--- src/rtl/alu_arbiter.sv ---
// -----------------------------------------------------------------------------
// alu_arbiter
//
// Shares one combinational ALU among NUM_REQ requesters. Requests are picked
// round-robin, the winner's opcode and operands are registered onto the ALU
// inputs, and the ALU result is registered on its way back. Only one
// transaction is in flight at a time. Each transaction moves IDLE -> EXEC ->
// RESP and takes at least 3 cycles.
//
// Ports
//   clk, rst        rising-edge clock, synchronous active-high reset
//   req_valid/ready per-requester request handshake (ready is one-hot or zero)
//   req_op/in1/in2  flattened request fields, requester i at [i*W +: W]
//   resp_valid      per-requester result valid (one-hot or zero)
//   resp_ready      per-requester result accept; only the granted bit matters
//   resp_data/err   shared result bus; err flags the illegal opcode 7
//   alu_op/in1/in2  registered ALU inputs
//   alu_out         combinational ALU result
// -----------------------------------------------------------------------------
module alu_arbiter #(
  parameter int DATA_WIDTH = 32,
  parameter int OP_WIDTH   = 3,
  parameter int NUM_REQ    = 2
) (
  input  logic                           clk,
  input  logic                           rst,
  input  logic [NUM_REQ-1:0]             req_valid,
  output logic [NUM_REQ-1:0]             req_ready,
  input  logic [NUM_REQ*OP_WIDTH-1:0]    req_op,
  input  logic [NUM_REQ*DATA_WIDTH-1:0]  req_in1,
  input  logic [NUM_REQ*DATA_WIDTH-1:0]  req_in2,
  output logic [NUM_REQ-1:0]             resp_valid,
  input  logic [NUM_REQ-1:0]             resp_ready,
  output logic [DATA_WIDTH-1:0]          resp_data,
  output logic                           resp_err,
  output logic [OP_WIDTH-1:0]            alu_op,
  output logic [DATA_WIDTH-1:0]          alu_in1,
  output logic [DATA_WIDTH-1:0]          alu_in2,
  input  logic [DATA_WIDTH-1:0]          alu_out
);

  localparam int PTR_W = $clog2(NUM_REQ);
  localparam logic [OP_WIDTH-1:0] OP_ILLEGAL = OP_WIDTH'(7);

  typedef enum logic [1:0] {IDLE, EXEC, RESP} state_t;

  state_t                   state;
  logic [PTR_W-1:0]         rr_ptr;
  logic [PTR_W-1:0]         grant;
  logic [PTR_W-1:0]         winner;
  logic                     found;
  logic [2*NUM_REQ-1:0]     valid_rot;
  logic [NUM_REQ-1:0]       winner_oh;
  logic [NUM_REQ-1:0]       grant_oh;
  logic [OP_WIDTH-1:0]      sel_op;
  logic [DATA_WIDTH-1:0]    sel_in1;
  logic [DATA_WIDTH-1:0]    sel_in2;

  // (base + off) mod NUM_REQ for off < NUM_REQ, without a divider.
  function automatic logic [PTR_W-1:0] wrap_add(input logic [PTR_W-1:0] base,
                                                input int unsigned      off);
    logic [PTR_W:0] sum;
    sum = {1'b0, base} + (PTR_W+1)'(off);
    if (sum >= (PTR_W+1)'(NUM_REQ)) sum = sum - (PTR_W+1)'(NUM_REQ);
    return sum[PTR_W-1:0];
  endfunction

  // Rotating two copies of req_valid right by rr_ptr puts the search order
  // (rr_ptr, rr_ptr+1, ... wrapping) into bits 0..NUM_REQ-1.
  assign valid_rot = {req_valid, req_valid} >> rr_ptr;

  always_comb begin
    // NOTE: every signal assigned here gets a default first, so no path
    // leaves it unassigned and no latch is inferred.
    found  = 1'b0;
    winner = '0;
    for (int k = 0; k < NUM_REQ; k++) begin
      if (!found && valid_rot[k]) begin
        found  = 1'b1;
        winner = wrap_add(rr_ptr, unsigned'(k));
      end
    end
  end

  always_comb begin
    sel_op  = '0;
    sel_in1 = '0;
    sel_in2 = '0;
    for (int i = 0; i < NUM_REQ; i++) begin
      if (winner == PTR_W'(i)) begin
        sel_op  = req_op [i*OP_WIDTH   +: OP_WIDTH];
        sel_in1 = req_in1[i*DATA_WIDTH +: DATA_WIDTH];
        sel_in2 = req_in2[i*DATA_WIDTH +: DATA_WIDTH];
      end
    end
  end

  assign winner_oh = NUM_REQ'(1) << winner;
  assign grant_oh  = NUM_REQ'(1) << grant;

  // Handshake outputs are gated by rst so they drop in the reset cycle itself.
  assign req_ready  = (!rst && state == IDLE && found) ? winner_oh : '0;
  assign resp_valid = (!rst && state == RESP)          ? grant_oh  : '0;

  always_ff @(posedge clk) begin
    if (rst) begin
      state     <= IDLE;
      rr_ptr    <= '0;
      grant     <= '0;
      // NOTE: the datapath registers are reset too, because every output
      // must read zero after reset, not just the control state.
      alu_op    <= '0;
      alu_in1   <= '0;
      alu_in2   <= '0;
      resp_data <= '0;
      resp_err  <= 1'b0;
    end else begin
      // NOTE: state registers use non-blocking assignments so all of them
      // update together from the values present before the edge.
      case (state)
        IDLE: begin
          if (found) begin
            grant   <= winner;
            alu_op  <= sel_op;
            alu_in1 <= sel_in1;
            alu_in2 <= sel_in2;
            state   <= EXEC;
          end
        end
        EXEC: begin
          if (alu_op == OP_ILLEGAL) begin
            resp_data <= '0;
            resp_err  <= 1'b1;
          end else begin
            resp_data <= alu_out;
            resp_err  <= 1'b0;
          end
          state <= RESP;
        end
        RESP: begin
          if (|(resp_ready & grant_oh)) begin
            rr_ptr <= wrap_add(grant, 1);
            state  <= IDLE;
          end
        end
        default: state <= IDLE;
      endcase
    end
  end

endmodule
--- config.mk ---
export PLATFORM = sky130hd
export DESIGN_NAME = alu_arbiter
export DESIGN_NICKNAME = d
export VERILOG_FILES = /design/src/rtl/alu_arbiter.sv
export SDC_FILE = /design/constraint.sdc
export NUM_CORES = 1
export LEC_CHECK = 0
export CAP_MARGIN = 30
export CORE_MARGIN = 2
export CORE_UTILIZATION = 38
export CTS_CLUSTER_DIAMETER = 120
export DETAILED_ROUTE_END_ITERATION = 12
export PLACE_DENSITY = 0.92
export SETUP_SLACK_MARGIN = 0.4
export SYNTH_ARGS = -nofsm -noshare
export SYNTH_HDL_FRONTEND = slang
export SYNTH_SLANG_ARGS = --single-unit
--- constraint.sdc ---
create_clock -name clk -period 1.7 [get_ports clk]
set_input_delay 0.255 -clock clk [delete_from_list [all_inputs] [get_ports clk]]
set_output_delay 0.255 -clock clk [all_outputs]
set_load 0.05 [all_outputs]
==> summary.txt <==
Critical path
  • WP data required: 1.44 ns
  • CP startpoint kind: flip-flop
  • CP max FO: 3
  • CP endpoint kind: output port
  • Crit. Startpoint: state[0]
  • Setup CP Type: flip-flop to output port
  • R2r startpoint: state[1]
  • CP Data Arrival Time: between 1 and 1.5 ns

GRT
  • Vias in the first global route: between 5000 and 6000
  • Initial antenna violation count: 0
  • Pin count of the biggest net entering global routing: between 60 and 70
  • Total Routing Usage GR: 0.2750
  • Grt total ovfl: 0
  • First-pass GRT wire length: about 28 mm

Floorplanning
  • Row cnt: 40
  • Core area: around 12000 um2
  • Die W: roughly 110 um
  • Full die area: roughly 13000 um2
  • Die Y-Extent: 114.3 um
  • Initial Util: 0.3866
  • I/O pin cnt: ~280

Synth
  • Post-Syn Area: 4624 um2
  • Synth unique cells: 31
  • Syn Inst Count: roughly 500
  • Sequential fraction of the synthesis area: 0.4502
  • Synth Register Bits: around 100
  • Mapped Avg Cell Area: about 9.2 um2
  • Total nets after synthesis: 675
  • YS warnings: 0

Cells and area
  • Finished Layout Cells: ~940
  • Commonest non-fill, non-tap cells in the layout: clkdlybuf4s50_1 (168), buf_4 (115), dfxtp_1 (98), nand3_1 (67), a21oi_1 (67)
  • Commonest non-fill, non-tap cell in the layout: clkdlybuf4s50_1
  • Layout area overhead: 90.21%
  • Final nets: between 900 and 1000
  • Share of the core filled with cells: 0.7354
  • Antenna cells: 0
  • Proportion of layout cells with a drive suffix above 1: 0.3422

Timing
  • Final Cycle Share: 0.9677
  • Rel. slew slack: 0.6130
  • Final Hold Viols: 0
  • Slew Viols, Final: 0
  • Setup violators final: 0
  • Clock Skews: around 0.0068 ns
  • Minimum clock period: approximately 1.6 ns
  • RSZ-0062 raised after global routing: yes
  • Worst-margin pin slew: 0.5805 ns
  • Setup TNS: 0 ns
  • Max Freq: about 600 MHz

Status
  • Outcome: complete, no violations

Clock network
  • Clock-pin slew on the worst setup and hold paths: approximately 0.07 ns
  • CTS H-tree depth: 3
  • Clk buf depth: 2
  • CTS tree: built
  • Total clock buffers created by CTS: 9
  • Post-CTS Hold Buffers: 0
  • Clk Latency, worst-skew pair: 0.34 ns
  • Clk root buf: clkbuf_16
  • CTS sink cnt: 104

Power and ir drop
  • Final Power: 8.484 mW
  • Clock power share: 0.239
  • P_int: around 5.3 mW
  • Switching part of the total: 0.3754
  • P_sw: roughly 3.2 mW
  • Maximum vdd ir drop: around 0.46 mV
  • Leak Pwr: between 3 and 4 nW
  • Sequential power share: 0.339
  • Power Dens Cells: slightly below 1000 nW/um2
  • Gate power share: 0.422

Placement
  • Placer Congestion: around 0.86
  • Port bufs: ~280
  • DP HPWL: 12.37 mm
  • Placed cells: 879

Detailed routing
  • Drt drc: 0
  • 1st-iter DRT viols: ~480
  • Final WL: ~21 mm
  • Antenna Nets Post-Route: 0
  • Vias per inst: ~6
  • First drt pass iteration count: 5
  • Vias: ~5800
  • WL per Instance: about 23 um

Min path
  • Hold Startpoint: rst
  • Hold Path Class: input port to flip-flop

Job
  • MaxCap Viol Count: 0
-- worst paths after layout --
path                            slack [ns]       endpoint  depth (start not counted)
worst min-delay path                  0.26       state[0]                          2
worst max-delay path                  0.05  resp_valid[1]                          4
worst min register to register        0.48  resp_data[31]                          1
worst max register to register        0.10    alu_in2[17]                          8
-- cell usage after synthesis --
cell type | n | area (um2)
inv_2 | 1 | 3.750
nand3_1 | 68 | 340.3
a2111oi_0 | 1 | 8.760
clkbuf_1 | 51 | 191.4
buf_2 | 10 | 50.05
a211oi_1 | 1 | 7.510
clkbuf_2 | 1 | 5.000
buf_6 | 4 | 45.04
nor2_1 | 6 | 22.52
nor3_1 | 1 | 5.000
and2_1 | 1 | 6.260
a22o_1 | 32 | 280.3
or2_1 | 1 | 6.260
mux2i_1 | 1 | 10.01
nand2b_1 | 3 | 18.77
inv_1 | 1 | 3.750
o21ai_1 | 3 | 15.01
dfxtp_1 | 104 | 2082
nor3b_1 | 1 | 7.510
nor2b_1 | 3 | 18.77
a31oi_1 | 1 | 6.260
buf_1 | 2 | 7.510
nand2_1 | 2 | 7.510
a311oi_2 | 30 | 450.4
a21bo_2 | 1 | 10.01
nor4_1 | 1 | 6.260
nor3b_2 | 1 | 12.51
and3_1 | 1 | 6.260
a311oi_1 | 37 | 324.1
a21oi_1 | 69 | 345.3
o21ai_0 | 64 | 320.3
-- final cells by class --
type / count / area [um2]
flip-flops and latches: 104 / 2102
multi-input cells: 329 / 2532
fillers: 791 / 3166
clock inverters: 7 / 62.56
clock buffers: 9 / 225.2
inverters: 2 / 10.01
well taps: 147 / 183.9
repair buffers: 341 / 3680
-- metrics by stage --
stage          hold slack [ns]  setup WS [ns]  instance area [um2]
6_report                0.2646        0.05484                 8796
5_1_grt                 0.2767        0.02079                 8796
4_1_cts                 0.2368        0.05188                 8098
3_5_place_dp            0.4594        -0.1996                 7403
3_3_place_gp            0.4573       -0.07966                 7403
2_1_floorplan           0.3877         0.1144                 4840
-- per-layer routing --
| layer | GRT usage | wire length [um] | up-vias |
|---|---|---|---|
| li1 | - | - | 2532 |
| met1 | 0.3053 | 7748 | 2774 |
| met2 | 0.4976 | 11080 | 371 |
| met3 | 0.04976 | 1650 | 75 |
| met4 | 0.1472 | 829 | 0 |
| met5 | 0 | 0 | - |
-- power groups by stage --
stage / sequential, mW / combinational (mW) / clock [mW]
6_report: 2.88 / 3.58 / 2.03
5_1_grt: 2.90 / 3.70 / 2.15
4_1_cts: 2.87 / 3.08 / 2.04
3_5_place_dp: 2.92 / 2.77 / 0
3_3_place_gp: 2.91 / 2.72 / 0
2_1_floorplan: 3.76 / 0.906 / 0
-- critical path: stages, from the launching register on --
cell and delay (ns):
dfxtp_4 0.35, buf_4 0.14, nand2b_4 0.16, nor3b_4 0.23, buf_12 0.16
-- flip-flops by register name, summed over array words and instances, names as in the netlist --
register and flops:
resp_err 1, grant 1, alu_op 3, rr_ptr 1, alu_in2 32, resp_data 32
state 2, alu_in1 32
-- what timing repair did --
action,4_1_cts,5_1_grt
setup endpoints to repair,101,105
cloned,8,15
resized for setup,29,53
pin swaps,5,27
buffers inserted,8,13
-- logic make-up (layout without fill, tap and decap cells) --
logic type | count (synthesis) | count (layout) | synth area share
flops | 104 | 104 | 0.4502
buf+inv | 70 | 359 | 0.06628
mux | 1 | 1 | 0.002165
compound gates | 239 | 239 | 0.3823
simple gates | 89 | 89 | 0.09903
Note: power is estimated with default switching activity, not from simulation.
